$ cat config.mk
export PLATFORM = sky130hd
export DESIGN_NAME = trace_commit_monitor
export DESIGN_NICKNAME = d
export VERILOG_FILES = /design/src/rtl/trace_commit_monitor.sv
export SDC_FILE = /design/constraint.sdc
export NUM_CORES = 2
export LEC_CHECK = 0
export ABC_CLOCK_PERIOD_IN_PS = 7500
export CAP_MARGIN = 40
export CORE_AREA = 2 2 328 330
export DETAILED_ROUTE_END_ITERATION = 10
export DIE_AREA = 0 0 330 332
export PLACE_DENSITY = 0.61
export SLEW_MARGIN = 0
export SYNTH_ARGS = -nofsm -noshare
export SYNTH_HDL_FRONTEND = slang
export SYNTH_SLANG_ARGS = --single-unit
export TNS_END_PERCENT = 50
$ cat constraint.sdc
create_clock -name clk -period 7.5 [get_ports clk]
set_clock_uncertainty 0.05 [all_clocks]
set_input_delay 1.5 -clock clk [delete_from_list [all_inputs] [get_ports clk]]
set_output_delay 1.5 -clock clk [all_outputs]
set_load 0.01 [all_outputs]
$ cat src/rtl/trace_commit_monitor.sv
// Commit trace monitor: counts cycles/instructions, serializes WB/MEM/halt events
// into a trace FIFO drained by a valid/ready consumer, and stops on halt or watchdog.
module trace_commit_monitor #(
    parameter int DATA_W     = 16,
    parameter int ADDR_W     = 16,
    parameter int REG_W      = 4,
    parameter int DEPTH      = 16,
    parameter int MAX_CYCLES = 100000,
    parameter int CNT_W      = 32
) (
    input  logic                         clk,
    input  logic                         rst,
    input  logic                         trace_en,
    input  logic [ADDR_W-1:0]            pc,
    input  logic                         reg_we,
    input  logic [REG_W-1:0]             reg_idx,
    input  logic [DATA_W-1:0]            reg_data,
    input  logic                         mem_re,
    input  logic                         mem_we,
    input  logic [ADDR_W-1:0]            mem_addr,
    input  logic [DATA_W-1:0]            mem_wdata,
    input  logic [DATA_W-1:0]            mem_rdata,
    input  logic                         hlt,
    output logic                         out_valid,
    input  logic                         out_ready,
    output logic [2+ADDR_W+DATA_W-1:0]   out_entry,
    output logic [CNT_W-1:0]             cycle_count,
    output logic [CNT_W-1:0]             inst_count,
    output logic [CNT_W-1:0]             drop_count,
    output logic                         overflow,
    output logic                         halted,
    output logic                         timeout,
    output logic                         done
);

    localparam int ENTRY_W = 2 + ADDR_W + DATA_W;
    localparam int PTR_W   = $clog2(DEPTH);

    typedef enum logic [1:0] {RUN = 2'd0, HALTED = 2'd1, TIMEOUT = 2'd2} stateT;
    stateT state, stateNext;

    logic [ENTRY_W-1:0] fifoMem [DEPTH];
    logic [PTR_W-1:0]   wrPtr, rdPtr;
    logic [PTR_W:0]     occ, freeSlots;
    logic [ENTRY_W-1:0] evEntry [4];
    logic [ENTRY_W-1:0] wrEntry [4];
    logic [3:0]         evValid;
    logic [2:0]         evCount, wrCount, dropN;
    logic [CNT_W:0]     dropSum;
    logic               capture, commit, pop;

    // Handshake: the head entry transfers on a rising edge where out_valid and
    // out_ready are both high; out_entry holds steady while out_valid & !out_ready.
    assign out_valid = (occ != '0);
    assign out_entry = fifoMem[rdPtr];
    assign pop       = out_valid & out_ready;
    assign commit    = hlt | reg_we | mem_we;
    assign halted    = (state == HALTED);
    assign timeout   = (state == TIMEOUT);
    assign done      = (halted | timeout) & (occ == '0);

    always_comb begin
        capture    = (state == RUN) && trace_en;
        evValid    = {capture && hlt, capture && mem_we, capture && mem_re, capture && reg_we};
        evEntry[0] = {2'b00, ADDR_W'(reg_idx), reg_data};
        evEntry[1] = {2'b01, mem_addr, mem_rdata};
        evEntry[2] = {2'b10, mem_addr, mem_wdata};
        evEntry[3] = {2'b11, pc, DATA_W'(0)};
        evCount    = 3'(evValid[0]) + 3'(evValid[1]) + 3'(evValid[2]) + 3'(evValid[3]);
        freeSlots  = (PTR_W+1)'(DEPTH) - occ;
        wrCount    = 3'd0;
        for (int i = 0; i < 4; i++) wrEntry[i] = '0;
        // All-or-nothing per cycle; a lone HALT still gets in if any slot is free.
        if ((PTR_W+1)'(evCount) <= freeSlots) begin
            for (int i = 0; i < 4; i++) begin
                if (evValid[i]) begin
                    wrEntry[wrCount[1:0]] = evEntry[i];
                    wrCount = wrCount + 3'd1;
                end
            end
        end else if (evValid[3] && (freeSlots != '0)) begin
            wrEntry[0] = evEntry[3];
            wrCount    = 3'd1;
        end
        dropN   = evCount - wrCount;
        dropSum = {1'b0, drop_count} + (CNT_W+1)'(dropN);
    end

    always_comb begin
        stateNext = state;
        unique case (state)
            RUN: begin
                if (hlt)
                    stateNext = HALTED;
                else if (cycle_count == CNT_W'(MAX_CYCLES - 1))
                    stateNext = TIMEOUT;
            end
            default: stateNext = state;
        endcase
    end

    always_ff @(posedge clk) begin
        if (!rst) begin
            for (int i = 0; i < 4; i++) begin
                if (3'(i) < wrCount) fifoMem[wrPtr + PTR_W'(i)] <= wrEntry[i];
            end
        end
    end

    always_ff @(posedge clk) begin
        if (rst) begin
            state       <= RUN;
            wrPtr       <= '0;
            rdPtr       <= '0;
            occ         <= '0;
            cycle_count <= '0;
            inst_count  <= '0;
            drop_count  <= '0;
            overflow    <= 1'b0;
        end else begin
            state <= stateNext;
            wrPtr <= wrPtr + PTR_W'(wrCount);
            rdPtr <= rdPtr + PTR_W'(pop);
            occ   <= occ + (PTR_W+1)'(wrCount) - (PTR_W+1)'(pop);
            if (state == RUN) begin
                if (cycle_count != '1) cycle_count <= cycle_count + 1'b1;
                if (commit) inst_count <= inst_count + 1'b1;
            end
            if (dropN != 3'd0) begin
                drop_count <= dropSum[CNT_W] ? '1 : dropSum[CNT_W-1:0];
                overflow   <= 1'b1;
            end
        end
    end

endmodule

# Yosys cells after proc, flatten, opt, wreduce, memory -nomap -nowiden
# Memory sizes are Yosys's and may differ from the RTL's. A register that Yosys moved wholly into a read port is not among the register bits.
# Cells that the tools add are included.
# classes
multipliers,0
n_reduce_logical,18
eq_ne,4
add_sub_neg,18
n_mux,44
n_div,0
magnitude_cmp,11
n_shift,0
bitwise,8
# ops
op,count
136-bit 2-to-1 mux,5
136-bit bitwise mux,3
34-bit demux with 2-bit select,3
34-bit 2-to-1 mux,6
102-bit 2-to-1 mux,1
32-bit by 1-bit adder with 32-bit output (second input constant),2
32-bit by 3-bit adder with 33-bit output,1
32-bit by 17-bit equality test with 1-bit output (second input constant),1
32-bit 2-to-1 mux,1
32-bit inequality test (second input constant),1
3-bit 2-to-1 mux,7
20-bit 2-to-1 mux,1
1-bit 2-to-1 mux,14
5-bit nonzero test,2
3-bit by 1-bit adder with 3-bit output (second input constant),3
3-bit greater-or-equal comparator (second input constant),3
1-bit logical AND,9
3-bit by 1-bit less-than comparator with 1-bit output (second input constant),3
2-bit inverter with 3-bit output,3
4-bit by 2-bit adder with 4-bit output (second input constant),2
1-bit by 3-bit less-than comparator with 1-bit output (first input constant),2
2-bit by 3-bit less-than comparator with 1-bit output (first input constant),2
2-bit AND reduction,3
5-bit by 3-bit adder with 5-bit output,1
other kinds (20),24
# totals
romBits,0
ff_bits,112
memories,1
latchBits,0
ram_bits,544
inputBits,92
# mem_list
name,depth,width,rd,rd_ports_with_merged_regs,write_ports,line,text
fifoMem,16,34,1,1,4,42,logic [ENTRY_W-1:0] fifoMem [DEPTH];

# Logic depth before layout (Yosys ltp)
# logic_depth
ltp_word,22
mapped_depth,32
depth_no_buf,27

# Worst setup path before layout
# OpenSTA, ideal clock, no wires.
# synth_timing
path_type,input to register
startpoint,input reg_we
endpoint,memory fifoMem[10][0] (netlist bit) (enable)
t_required_ps,6978
setup_slack_ps,-409
setup_ps,472
path_buffers,3
arrival_ps,7386
stages,16
cell_sequence,clkbuf_2 -> and3_1 -> clkbuf_1 -> inv_1 -> ha_1 -> ha_1 -> ha_1 -> ha_1 -> ha_1 -> and3b_1 -> o211a_1 -> nand2_1 -> buf_2 -> nor2_1 -> a311o_1 -> o21ai_0
# synth_lines
item,line,text
from (decl),15,"input logic reg_we,"
to (decl),42,

# Worst setup path after layout
# layout_timing
startpoint,input trace_en
endpoint,register drop_count[16]
# layout_via
elab_chain_cells,16
elab_cells_between_ends,26
classes_between,8 x add/sub; 1 x order compare; 10 x mux; 7 x reduce/logical
# layout_rtl
item,line,text
from (decl),13,"input logic trace_en,"
1-bit logical AND *,63,capture = (state == RUN) && trace_en;
1-bit logical AND,64,"evValid = {capture && hlt, capture && mem_we, capture && mem_re, capture && reg_we};"
1-bit 2-to-1 mux,76,if (evValid[i]) begin
3-bit 2-to-1 mux,74,if ((PTR_W+1)'(evCount) <= freeSlots) begin
3-bit by 1-bit adder with 3-bit output,78,wrCount = wrCount + 3'd1;
3-bit 2-to-1 mux,76,
3-bit 2-to-1 mux,74,
3-bit by 1-bit adder with 3-bit output,78,
3-bit 2-to-1 mux,76,
3-bit 2-to-1 mux,74,
3-bit by 1-bit adder with 3-bit output,78,
3-bit 2-to-1 mux,76,
3-bit 2-to-1 mux,74,
3-bit subtractor *,85,dropN = evCount - wrCount;
32-bit by 3-bit adder with 33-bit output,86,"dropSum = {1'b0, drop_count} + (CNT_W+1)'(dropN);"
32-bit 2-to-1 mux,130,drop_count <= dropSum[CNT_W] ? '1 : dropSum[CNT_W-1:0];
to (signal assigned),130,
to (decl),29,"output logic [CNT_W-1:0] drop_count,"
# Mark *: on every way between the ends. The rest lies on a longest branch, timed or not. The select of a mux whose other input is x is not followed.
# A chain may end at the register's enable or synchronous reset.

==> key figures <==
Synth
  – Register area share after synthesis: 44.2%
  – Async set-or-reset flop fraction in the synthesized netlist: 0%
  – EDFF count, synth: 544
  – Yosys cell types: 89
  – Mapped Nets: 3975
  – Top FF cell, synth: edfxtp_1
  – Area leader, netlist: edfxtp_1
  – Post-Syn Area per Cell: 10.9 µm²
  – Commonest cells post-synth: 544 x edfxtp_1, 304 x nor2_1, 264 x a21oi_1, 260 x mux2i_1, 256 x o2bb2ai_1
  – Top cells by area, synth: edfxtp_1 39%, mux4_2 9.1%, mux2i_1 6.2%
  – #FFs+latches synth: 656
  – Post-Syn Area: 0.0420 mm²
  – Synth top area share: 38.9%
  – Cell with the most instances after synthesis: edfxtp_1
  – Yosys warns: 0
  – Mapped Cells: 3841

Clocking
  – CTS tree: yes
  – CTS HTree Levels: 3
  – Post-CTS sizing: 0
  – Post-CTS Setup Inserts: 0
  – Worst skew pair latency: 0.67 ns
  – Worst-case clock buffer depth: 3
  – Clock slew at reported path FFs: 0.05 ns
  – Root Driver: clkbuf_16
  – CTS sink cnt: 656
  – CTS Buf Count: 77
  – Hold-fix buffers, CTS: 0

Finish
  – Fill cell count: 9725
  – Design Area, Final: 0.0496 mm²
  – Area Overhead vs Synth: 17.9%
  – Post-route insts no fill: 5463
  – Layout cell share with drive strength beyond 1: 16.8%
  – NumNets Final: 4131

Route
  – Drc violations: 8
  – DR iter-0 viols: 6176
  – DRT Pass-1 Iters: 11
  – Post-route ant nets: 0
  – Vias/cell: 7.06
  – Post-detailed-routing wire length: 192000 µm
  – Routed via count: 38500
  – Drt wl/cell: 35.1 µm

Setup path
  – CP endpoint kind: flip-flop
  – Worst Path Max Fanout: 4
  – Critical path launch point type: primary input
  – Critical Path Most Common Cell: ha_1
  – WS Path Type: primary input to flip-flop
  – Worst setup path startpoint: trace_en
  – Largest stage delay on the critical path: 0.52 ns
  – Worst path bufs/invs: 1
  – Slowest-stage cell, CP: clkdlybuf4s50_1
  – CP arrival: 7.30 ns
  – Crit-path leading delay family: adder cells
  – CP required: 7.95 ns
  – Reg-to-reg startpoint: state[1]

Global route
  – Largest net degree at the start of global routing: 65
  – First-pass GRT wire length: 271000 µm
  – Vias in the first global route: 36700
  – Gr ovfl total: 0
  – Total Routing Usage GR: 34.2%
  – Initial antenna violation count: 5

Placement
  – Placement-stage cell area: 0.0472 mm²
  – I/O Buffers: 226
  – Hpwl dp: 121000 µm
  – Placed cell count: 5319
  – Gp weighted congestion: 0.997

STA
  – Endpoints failing hold: 0
  – Slew headroom: 29.1%
  – FMAX: 146 MHz
  – Slew Limit Fails: 0
  – Period minus WS final: 6.85 ns
  – Final setup violation count: 0
  – Worst-Margin Slew: 1.06 ns
  – Period utilization: 91.3%
  – RSZ-0062 raised after global routing: no

Floorplan
  – # rows: 120
  – Initial core utilization: 39.5%
  – Die W: 330 µm
  – Die Area: 0.110 mm²
  – Core footprint: 0.106 mm²
  – Die Y: 332 µm
  – Top-Level Pins: 227

Power and ir drop
  – Power density cells: 259 mW/mm²
  – Leakage: 15.4 nW
  – Total power: 0.0128 W
  – Peak supply drop: 167 µV

Min path
  – Hold Startpoint: overflow
  – Min-delay worst type: flip-flop to flip-flop

Run status
  – Status: finished with violations
  – Failing checks: DRC

Job
  – Maxcap violations: 0
## worst paths after layout
kind                                        to  slack [ns]  depth (start not counted)
worst min register to register        overflow        0.44                          2
worst max-delay path            drop_count[16]        0.65                         25
worst max register to register  drop_count[16]        1.29                         26
worst min-delay path                  overflow        0.44                          2
## metal layers
layer | vias up | track usage (%) | share of wire [%]
li1 | 15700 | - | -
met1 | 18700 | 44.0 | 37
met2 | 3309 | 48.9 | 42
met3 | 817 | 13.2 | 15
met4 | 10 | 19.3 | 6.6
met5 | - | 0.399 | 0.060
## flip-flops by register name (all words and copies together) (netlist names)
name,count
fifoMem,544
cycle_count,32
drop_count,32
inst_count,32
occ,5
rdPtr,4
wrPtr,4
state,2
overflow,1
## logic make-up after synthesis
family / Yosys count / share of synthesized area, %
buffers and inverters: 478 / 5.03
AO/OA/AOI/OAI: 1283 / 22.5
AND/OR/NAND/NOR: 862 / 9.76
XOR/XNOR: 90 / 1.88
flip-flops: 656 / 44.2
adder cells (fa/ha/maj): 42 / 1.32
multiplexers: 430 / 15.3
## placed cells by master, fill, tap and decap left out, types with 22 or more instances in the layout
cell type	count
o2bb2ai_1	256
nor3_1	38
a31oi_1	25
nand4_1	34
o21ai_0	49
and3_1	25
buf_12	26
a21o_1	22
a21oi_1	263
xnor2_1	44
clkdlybuf4s50_1	225
dfxtp_1	108
mux4_2	170
nor2_1	300
a221oi_1	164
buf_4	229
clkbuf_16	79
a22o_1	32
edfxtp_1	544
a211oi_1	171
mux2i_1	260
xor2_1	43
a22oi_1	70
nand3_1	68
nand2_1	229
o22ai_1	118
ha_1	38
clkbuf_1	22
inv_1	55
## report_power, final
part           total [W]  internal (W)  switching [W]
combinational    0.00458       0.00187        0.00271
sequential       0.00457       0.00441       0.000168
clock            0.00367       0.00204        0.00164
total             0.0128       0.00832        0.00451
## stage by stage
stage | TNS [ns] | worst slack, ns | hold slack (ns) | util, %
5_1_grt | 0 | 0.192 | 0.502 | 46.6
6_report | 0 | 0.650 | 0.437 | 46.6
4_1_cts | 0 | 0.699 | 0.438 | 46.6
3_3_place_gp | 0 | 0.0800 | 0.403 | 44.0
3_5_place_dp | 0 | 0.0474 | 0.416 | 44.4
2_1_floorplan | -86.91 | -0.409 | 0.444 | -
## worst register-to-register path: stages, from the launching register on
cell	delay (ns)
dfxtp_1	0.31
inv_1	0.09
ha_1	0.30
and2_1	0.19
nand2_1	0.08
ha_1	0.33
ha_1	0.31
ha_1	0.20
ha_1	0.31
ha_1	0.31
and3b_1	0.19
o211a_1	0.26
nand2_1	0.09
nand2_1	0.07
nand3_1	0.07
o21ai_0	0.12
ha_1	0.24
fa_1	0.43
xor2_1	0.28
xnor2_1	0.11
ha_1	0.34
nor2b_1	0.13
o21ai_0	0.19
a211o_1	0.38
or4_1	0.44
xor2_1	0.16
a21oi_1	0.08
## cell type report
class	count	area (µm²)	share of cell area, %
Multi-Input combinational cell	2707	21800	43.9
Sequential cell	656	18600	37.5
Clock inverter	33	256	0.517
Tap cell	1403	1760	3.54
Antenna cell	3	7.51	0.0151
Timing Repair Buffer	499	4830	9.75
Clock buffer	106	2130	4.29
Inverter	56	213	0.429
Note: power is estimated with default switching activity, not from simulation.
